**config.mk**
```make
export PLATFORM = sky130hd
export DESIGN_NAME = stg_hazard_ctl
export DESIGN_NICKNAME = d
export VERILOG_FILES = /design/src/rtl/stg_hazard_ctl.sv
export SDC_FILE = /design/constraint.sdc
export NUM_CORES = 1
export LEC_CHECK = 0
export ABC_AREA = 1
export CORE_MARGIN = 8
export CORE_UTILIZATION = 54
export DETAILED_ROUTE_END_ITERATION = 6
export HOLD_SLACK_MARGIN = 0.1
export PLACE_DENSITY = 0.8
export SLEW_MARGIN = 20
export SYNTH_ARGS = -nofsm -noshare
export SYNTH_HDL_FRONTEND = slang
export SYNTH_SLANG_ARGS = --single-unit
```
**constraint.sdc**
```tcl
create_clock -name iw_clk -period 1.9 [get_ports iw_clk]
set_input_delay 0.19 -clock iw_clk [delete_from_list [all_inputs] [get_ports iw_clk]]
set_output_delay 0.19 -clock iw_clk [all_outputs]
set_load 0.01 [all_outputs]
```
**src/rtl/stg_hazard_ctl.sv**
```systemverilog
// ID->EX issue scheduler: per-register countdown scoreboard, operand/WAW stall, branch flush.
// Optional macro HAZARD_FWD_EN: with EX/MEM forwarding only a load-use blocks GP reads.
module stg_hazard_ctl #(
    parameter int GP_AW     = 4,
    parameter int SR_AW     = 2,
    parameter int WB_LAT    = 3,
    parameter int FLUSH_CYC = 2
) (
    input  logic                    iw_clk,
    input  logic                    iw_rst_n,
    input  logic                    iw_valid,
    input  logic [GP_AW-1:0]        iw_src_gp,
    input  logic                    iw_src_gp_en,
    input  logic [GP_AW-1:0]        iw_tgt_gp,
    input  logic                    iw_tgt_gp_rd,
    input  logic                    iw_tgt_gp_we,
    input  logic                    iw_is_ld,
    input  logic [SR_AW-1:0]        iw_src_sr,
    input  logic                    iw_src_sr_en,
    input  logic [SR_AW-1:0]        iw_tgt_sr,
    input  logic                    iw_tgt_sr_we,
    input  logic                    iw_br_taken,
    output logic                    ow_issue,
    output logic                    ow_bubble,
    output logic                    ow_stall,
    output logic                    ow_flush,
    output logic [1:0]              ow_state,
    output logic [(1<<GP_AW)-1:0]   ow_busy_gp
);

    localparam int GP_N = 1 << GP_AW;
    localparam int SR_N = 1 << SR_AW;
    localparam int CW   = $clog2(WB_LAT + 1);
    localparam int FW   = (FLUSH_CYC > 1) ? $clog2(FLUSH_CYC) : 1;
    localparam logic [CW-1:0] LAT     = CW'(WB_LAT);
    localparam logic [FW-1:0] FL_LOAD = FW'(FLUSH_CYC - 1);

    typedef enum logic [1:0] {
        ST_RUN   = 2'b00,
        ST_STALL = 2'b01,
        ST_FLUSH = 2'b10
    } state_t;

    state_t          r_state, w_state_next;
    logic [FW-1:0]   r_fcnt, w_fcnt_next;
    logic [GP_N-1:0] w_gp_busy, w_gp_rdblk;
    logic [SR_N-1:0] w_sr_busy;
    logic            w_hazard, w_gate, w_issue, w_stall;

    genvar gi;
    generate
        for (gi = 0; gi < GP_N; gi++) begin : g_gp
            logic [CW-1:0] r_cnt;
            logic          r_ld;
            always_ff @(posedge iw_clk or negedge iw_rst_n) begin
                if (!iw_rst_n) begin
                    r_cnt <= '0;
                    r_ld  <= 1'b0;
                end else if (w_issue && iw_tgt_gp_we && iw_tgt_gp == GP_AW'(gi)) begin
                    r_cnt <= LAT;
                    r_ld  <= iw_is_ld;
                end else begin
                    if (r_cnt != '0)
                        r_cnt <= r_cnt - CW'(1);
                    // load bit dies together with its countdown
                    r_ld <= r_ld & (r_cnt > CW'(1));
                end
            end
            assign w_gp_busy[gi] = (r_cnt != '0);
`ifdef HAZARD_FWD_EN
            assign w_gp_rdblk[gi] = r_ld & (r_cnt == LAT);
`else
            assign w_gp_rdblk[gi] = (r_cnt != '0);
`endif
        end

        for (gi = 0; gi < SR_N; gi++) begin : g_sr
            logic [CW-1:0] r_cnt;
            always_ff @(posedge iw_clk or negedge iw_rst_n) begin
                if (!iw_rst_n)
                    r_cnt <= '0;
                else if (w_issue && iw_tgt_sr_we && iw_tgt_sr == SR_AW'(gi))
                    r_cnt <= LAT;
                else if (r_cnt != '0)
                    r_cnt <= r_cnt - CW'(1);
            end
            assign w_sr_busy[gi] = (r_cnt != '0);
        end
    endgenerate

    assign w_hazard = (iw_src_gp_en & w_gp_rdblk[iw_src_gp])
                    | (iw_tgt_gp_rd & w_gp_rdblk[iw_tgt_gp])
                    | (iw_tgt_gp_we & w_gp_busy[iw_tgt_gp])
                    | (iw_src_sr_en & w_sr_busy[iw_src_sr])
                    | (iw_tgt_sr_we & w_sr_busy[iw_tgt_sr]);

    // reset gates the combinational outputs so everything reads 0 while held
    assign w_gate  = iw_rst_n & iw_valid & (r_state != ST_FLUSH) & ~iw_br_taken;
    assign w_issue = w_gate & ~w_hazard;
    assign w_stall = w_gate & w_hazard;

    always_comb begin
        w_state_next = r_state;
        w_fcnt_next  = r_fcnt;
        if (iw_br_taken) begin
            w_state_next = ST_FLUSH;
            w_fcnt_next  = FL_LOAD;
        end else begin
            case (r_state)
                ST_RUN:   if (w_stall) w_state_next = ST_STALL;
                ST_STALL: if (!(iw_valid && w_hazard)) w_state_next = ST_RUN;
                ST_FLUSH: begin
                    if (r_fcnt <= FW'(1)) begin
                        w_state_next = ST_RUN;
                        w_fcnt_next  = '0;
                    end else begin
                        w_fcnt_next = r_fcnt - FW'(1);
                    end
                end
                default:  w_state_next = ST_RUN;
            endcase
        end
    end

    always_ff @(posedge iw_clk or negedge iw_rst_n) begin
        if (!iw_rst_n) begin
            r_state <= ST_RUN;
            r_fcnt  <= '0;
        end else begin
            r_state <= w_state_next;
            r_fcnt  <= w_fcnt_next;
        end
    end

    assign ow_issue   = w_issue;
    assign ow_stall   = w_stall;
    assign ow_bubble  = iw_rst_n & ~w_issue;
    assign ow_flush   = iw_rst_n & ((r_state == ST_FLUSH) | iw_br_taken);
    assign ow_state   = r_state;
    assign ow_busy_gp = w_gp_busy;

endmodule

```
==> results of run 1 <==
==> per-layer routing <==
layer  GRT usage  vias to the layer above
met2       0.386                      162
met5           0                        -
met3      0.0570                       41
met1       0.251                     1504
li1            -                     1475
met4      0.0816                        0
==> worst reg2reg max path, cell delays in order (launching register included) <==
cell      delay (ns)
dfrtp_1         0.39
inv_1           0.08
ha_1            0.20
inv_1           0.08
nand2_1         0.06
o211ai_1        0.07
nand3_1         0.09
nand2_1         0.08
nor2_2          0.11
nor2_2          0.07
nor2_4          0.15
buf_4           0.17
buf_12          0.14
nand4_1         0.13
nand2_1         0.12
==> synth_stat cells (all sizes together) <==
| cell type | count | area (sq um) |
|---|---|---|
| nand2 | 128 | 480 |
| xor2 | 20 | 175 |
| dfrtp | 42 | 1050 |
| nand4 | 20 | 188 |
| o21bai | 1 | 11.3 |
| nor2 | 36 | 143 |
| o21ai | 20 | 100 |
| ha | 20 | 250 |
| or2 | 1 | 6.26 |
| o211ai | 2 | 15.0 |
| buf | 7 | 52.5 |
| nor3 | 1 | 5.00 |
| inv | 77 | 289 |
| a21oi | 7 | 35.0 |
| nand3 | 13 | 65.1 |
| clkbuf | 2 | 7.51 |
==> stage by stage <==
step,power [mW],TNS (ns),area [sq um]
floorplan,3.67,0,2870
detailed placement,5.49,-8.92,3890
CTS,6.37,-1.88,4100
finish,6.63,-2.87,4230
global placement,5.25,-6.41,3890
global route,7.23,-10.45,4230
==> path summary, 6_finish.rpt <==
| kind | to | startpoint | depth (start not counted) | slack (ns) |
|---|---|---|---|---|
| hold reg to reg | g_sr[3].r_cnt[1]$_DFFE_PN0P_ | g_sr[3].r_cnt[1]$_DFFE_PN0P_ | 2 | 0.50 |
| min in group iw_clk | ow_state[1]$_DFFE_PN0P_ | iw_br_taken | 1 | 0.42 |
| hold / removal | ow_state[1]$_DFFE_PN0P_ | iw_rst_n | 2 | 0.28 |
| setup reg to reg | g_gp[3].r_cnt[0]$_DFFE_PN0P_ | g_gp[7].r_cnt[0]$_DFFE_PN0P_ | 14 | -0.10 |
| max in group asynchronous | g_gp[0].r_cnt[0]$_DFFE_PN0P_ | iw_rst_n | 3 | 0.85 |
| setup / recovery | ow_bubble | g_gp[7].r_cnt[0]$_DFFE_PN0P_ | 14 | -0.25 |
==> logic make-up after synthesis <==
| group | Yosys count | synth area share |
|---|---|---|
| AOI/OAI and AO/OA | 30 | 0.0562 |
| adders and majority gates | 20 | 0.0871 |
| DFF | 42 | 0.366 |
| and+or+nand+nor | 199 | 0.309 |
| buffers and inverters | 86 | 0.121 |
| xor gates and xnor gates | 20 | 0.0609 |
==> timing repair <==
action | 4_1_cts | 5_1_grt
pin swaps | 7 | 11
cloned | 0 | 1
setup endpoints to repair | 45 | 53
setup buffers | 5 | 2
hold buffers | 1 | 0
hold endpoints to repair | 4 | 0
resized for setup | 38 | 32
==> sequential cells by signal (all words and copies together) (netlist names) <==
| name | count |
|---|---|
| g_gp.r_cnt | 32 |
| g_sr.r_cnt | 8 |
| ow_state | 2 |
==> where the power goes <==
part / internal [mW] / switching [mW]
clock: 0.294 / 0.326
sequential: 1.38 / 0.228
combinational: 2.25 / 2.15
total: 3.93 / 2.70
==> cell type report <==
cell class              count  area share
clock inverters             1     0.00118
flip-flops and latches     42       0.249
clock buffers               7      0.0204
inverters                  77      0.0684
repair buffers            127       0.263
well taps                  70      0.0207
multi-input cells         269       0.377
==> reports/results.ini, run 1 <==
[clock_tree]
clk_latency_ns=0.31
path_clk_slew_ns=0.08
cts_tree=built
root_buffer=clkbuf_8
clockBufferDepth=2
numCtsBuffers=5
cts_sinks=42
cts.htree.levels=2

[logic_synthesis]
syn-instance-count=397
syn_avg_cell_area_sq_um=7.24
ys_types=22
synthesis.area_sq_mm=0.00287
ys_ff_latch=42
ys_seq_area_frac=0.366
yosys_warnings=0
syn-num-nets=439

[timing]
period_minus_slack_ns=2.15
setup_slack_ns=-0.250
max_freq_ghz=0.465
whs_ns=0.279
finalMaxSlewViolations=0
fin_crit_sh=1.13
fin_skew_ns=0.0101
tightest_slew_ns=0.520
max_slew_margin=0.653
setup_viol_count_final=43
rsz0062_at_grt=yes
final_hold_viol_count=0

[setup_path]
start_kind=register
critPathBufInv=4
arrival_ns=1.96
cpMaxStageDelayCell=dfrtp_1
critPathTopFamily=simple AND/OR/NAND/NOR gates
cp_max_fo=3
worst_ep_required_time_ns=1.71
crit_type=reg -> out
end_kind=output pin
cpPeakStageDelay_ns=0.39
crit_path_cell_trace=inv_1 > ha_1 > inv_1 > nand2_1 > o211ai_1 > nand3_1 > nand2_1 > nor2_2 > nor2_2 > nor2_4 > nand2_2 > nand2_1 > inv_1 > buf_2

[grt]
grt_pass1_vias=3055
grt_remaining_overflow=0
grt_pass1_wl_microns=13600
antenna_found_initial=0
grt_max_degree=39
track_usage=0.220

[routing]
viasPerCell=5.37
dr.first_iter.drc_count=228
wl_met1_microns=3470
top_layer_used=met4
met2_length_microns=4450
wl_microns=9030
post_drt_wl_per_cell_microns=15.2
dr.pass1.iters=7
dr_total_vias=3182
drc_errors=0
postRouteAntennaNets=0
met3_length_microns=768

[place]
placedCellCount=576
place_hpwl_microns=5780
pre_cts_ws_ns=-0.533
io_buffers=42
gp_congestion=0.890

[final_layout]
multi_input_area_sq_mm=0.00159
post-route-util=0.828
nets=564
fill_cells=318
layout_commonest_cell=nand2_1
drive_gt1_frac=0.268
antenna_cells=0
final_cell_mix=nand2_1 (124), buf_4 (79), inv_1 (68)
seq_area_sq_mm=0.00105
area_growth_pct=47.1
stdcell_count=593

[min_path]
hold_class=in -> async

[die]
num_io_pins=44
start_util=0.563
die_h_microns=89.0
die_area_sq_mm=0.00791
rows=26
coreArea_sq_mm=0.00511
die_x_microns=89.0

[power_and_ir_drop]
total_leakage_power_nw=2.45
peakVddDrop_v=0.000965
powerDensity_mw_per_mm2=1570

[run]
maxCapViolations=0

[status]
violations=negative setup slack
status=finished, violations left

No activity file was read; power rests on OpenSTA's default activity.
==> run 2: changes to the inputs <==
CORE_UTILIZATION = 45   (was 54)
PLACE_DENSITY = 0.68   (was 0.8)
==> reports/results.ini, run 2 (synthesis results as in run 1) <==
[grt]
track_usage=0.173  ; was 0.220
grt_pass1_wl_microns=12500  ; was 13600 microns
grt_remaining_overflow=0  ; unchanged
grt_pass1_vias=2815  ; was 3055
antenna_found_initial=0  ; unchanged
grt_max_degree=21  ; was 39

[setup_path]
arrival_ns=1.87  ; was 1.96 ns
cpMaxStageDelayCell=dfrtp_1  ; unchanged
crit_path_cell_trace=inv_1 > ha_4 > nand2_1 > nand2_1 > nand2_2 > nand2_2 > o21ai_2 > o21bai_4 > nor2_4 > nand2_2 > nand2_1 > inv_1 > buf_6  ; was inv_1 > ha_1 > inv_1 > nand2_1 > o211ai_1 > nand3_1 > nand2_1 > nor2_2 > nor2_2 > nor2_4 > nand2_2 > nand2_1 > inv_1 > buf_2
r2r_cells=12  ; was 14
reg2reg_to=g_gp[5].r_cnt[1]$_DFFE_PN0P_  ; was g_gp[3].r_cnt[0]$_DFFE_PN0P_
critPathTopFamily=simple AND/OR/NAND/NOR gates  ; unchanged
r2r_setup_slack_ns=-0.06  ; was -0.10 ns
start_kind=register  ; unchanged
critPathBufInv=3  ; was 4
cp_max_fo=4  ; was 3
worst_ep_required_time_ns=1.71  ; about the same
r2r_start=g_sr[0].r_cnt[0]$_DFFE_PN0P_  ; was g_gp[7].r_cnt[0]$_DFFE_PN0P_
end_kind=output pin  ; unchanged
cpPeakStageDelay_ns=0.39  ; about the same
crit_type=reg -> out  ; unchanged

[timing]
rsz0062_at_grt=yes  ; unchanged
finalMaxSlewViolations=0  ; unchanged
fin_setup_tns_ns=-0.674  ; was -2.87 ns
max_slew_margin=0.821  ; was 0.653
setup_slack_ns=-0.163  ; was -0.250 ns
max_freq_ghz=0.485  ; was 0.465 GHz
whs_ns=0.337  ; was 0.279 ns
final_hold_viol_count=0  ; unchanged
fin_skew_ns=0.0101  ; about the same
setup_viol_count_final=20  ; was 43
period_minus_slack_ns=2.06  ; was 2.15 ns
tightest_slew_ns=0.269  ; was 0.520 ns
fin_crit_sh=1.09  ; was 1.13

[power_and_ir_drop]
total_leakage_power_nw=2.45  ; about the same
peakVddDrop_v=0.00104  ; was 0.000965 V
seqPwrFrac=0.238  ; was 0.243
p_sw_frac=0.393  ; was 0.408
internal-power_mw=4.16  ; was 3.93 mW
pwr-share-clk=0.088  ; was 0.094
switching_power_mw=2.70  ; about the same
powerDensity_mw_per_mm2=1560  ; was 1570 mW/mm^2
pwr-share-comb=0.674  ; was 0.663

[min_path]
hold_path.startpoint=iw_rst_n
hold-path-endpoint=ow_state[0]$_DFFE_PN0P_
holdPathStages=5
hold_class=in -> reg  ; was in -> async

[routing]
dr.first_iter.drc_count=163  ; was 228
drc_errors=0  ; unchanged
dr_total_vias=2953  ; was 3182
wl_microns=7750  ; was 9030 microns
viasPerCell=4.85  ; was 5.37
postRouteAntennaNets=0  ; unchanged
post_drt_wl_per_cell_microns=12.7  ; was 15.2 microns
dr.pass1.iters=4  ; was 7

[place]
gp_congestion=0.845  ; was 0.890
placedCellCount=588  ; was 576
io_buffers=42  ; unchanged
pre_cts_ws_ns=-0.494  ; was -0.533 ns
place_hpwl_microns=5860  ; was 5780 microns

[final_layout]
area_growth_pct=52.9  ; was 47.1%
stdcell_count=609  ; was 593
top_register=g_gp.r_cnt  ; unchanged
final_cell_mix=nand2_1 (117), buf_4 (91), inv_1 (51)  ; was nand2_1 (124), buf_4 (79), inv_1 (68)
drive_gt1_frac=0.340  ; was 0.268
nets=573  ; was 564
layout_commonest_cell=nand2_1  ; unchanged
largest_reg_flops=32  ; unchanged
seq_area_sq_mm=0.00105  ; unchanged
post-route-util=0.700  ; was 0.828
fill_cells=507  ; was 318
antenna_cells=0  ; unchanged
multi_input_area_sq_mm=0.00174  ; was 0.00159 sq mm

[die]
die_area_sq_mm=0.00920  ; was 0.00791 sq mm
num_io_pins=44  ; unchanged
die_h_microns=95.9  ; was 89.0 microns
coreArea_sq_mm=0.00628  ; was 0.00511 sq mm
start_util=0.458  ; was 0.563
die_x_microns=95.9  ; was 89.0 microns
rows=29  ; was 26

[clock_tree]
clockBufferDepth=2  ; unchanged
root_buffer=clkbuf_8  ; unchanged
path_clk_slew_ns=0.09  ; was 0.08 ns
cts_sinks=42  ; unchanged
clk_latency_ns=0.30  ; was 0.31 ns
cts.htree.levels=2  ; unchanged
numCtsBuffers=5  ; unchanged
cts_tree=built  ; unchanged

[status]
violations=negative setup slack  ; unchanged
status=finished, violations left  ; unchanged

[run]
maxCapViolations=0  ; unchanged

-- run 2: cell types whose count changed in the layout (fill, tap and decap cells not counted), moves of 5 or more --
cell	previous run	this run
clkdlybuf4s50_1	25	34
ha_4	5	15
ha_2	8	3
buf_4	79	91
dlymetal6s2s_1	11	2
ha_1	7	2
nand2_1	124	117
nand2_2	4	11
inv_2	9	26
inv_1	68	51
-- run 2: layout make-up --
cell class / count / share of cell area
clock buffers: 6 / 0.0188
clock inverters: 2 / 0.00285
inverters: 77 / 0.0658
multi-input cells: 269 / 0.396
flip-flops and latches: 42 / 0.239
well taps: 77 / 0.0219
repair buffers: 136 / 0.256
-- run 2: power by group through the flow --
stage               Sequential (mW)  Combinational, mW  Clock [mW]
floorplan                      1.60               2.07           0
global placement               1.58               3.72           0
detailed placement             1.61               3.88           0
CTS                            1.60               4.14       0.621
global route                   1.69               5.19       0.650
finish                         1.63               4.61       0.605
-- run 2: layer usage --
metal | GRT usage | routed length [microns]
met1 | 0.216 | 3450
met2 | 0.290 | 3770
met3 | 0.0335 | 424
met4 | 0.0602 | 100
met5 | 0 | 0
-- run 2: worst min-delay path, cell delays in order --
cell and delay (ns):
buf_2 0.14, nand3_1 0.12, nor2_2 0.05, nand2_1 0.05, nand2_1 0.05
-- run 2: how the worst max path moves through the flow --
stage                                  from                       to  slack (ns)  cells past startpoint
5_1_grt        g_sr[2].r_cnt[0]$_DFFE_PN0P_                ow_bubble       -0.29                     13
3_5_place_dp                   iw_src_gp[0]                 ow_issue       -0.49                     14
4_1_cts        g_gp[1].r_cnt[1]$_DFFE_PN0P_                ow_bubble       -0.21                     15
6_report       g_sr[0].r_cnt[0]$_DFFE_PN0P_                ow_bubble       -0.16                     13
2_1_floorplan  g_gp[1].r_cnt[0]$_DFFE_PN0P_  ow_state[0]$_DFFE_PN0P_        0.22                     13
3_3_place_gp                   iw_src_gp[0]                 ow_issue       -0.47                     14
-- run 2: through the flow --
step	area, sq um	total power, mW
2_1_floorplan	2870	3.67
3_3_place_gp	3930	5.30
3_5_place_dp	3930	5.49
4_1_cts	4150	6.36
5_1_grt	4390	7.52
6_report	4390	6.85
-- run 2: what timing repair did --
item                                   CTS  global route
hold buffers                             1             0
setup endpoints to repair               45            47
endpoints found under the hold margin   42             0
gates resized for setup                 44            55
buffers inserted                         6             7
pin swaps                               14            23
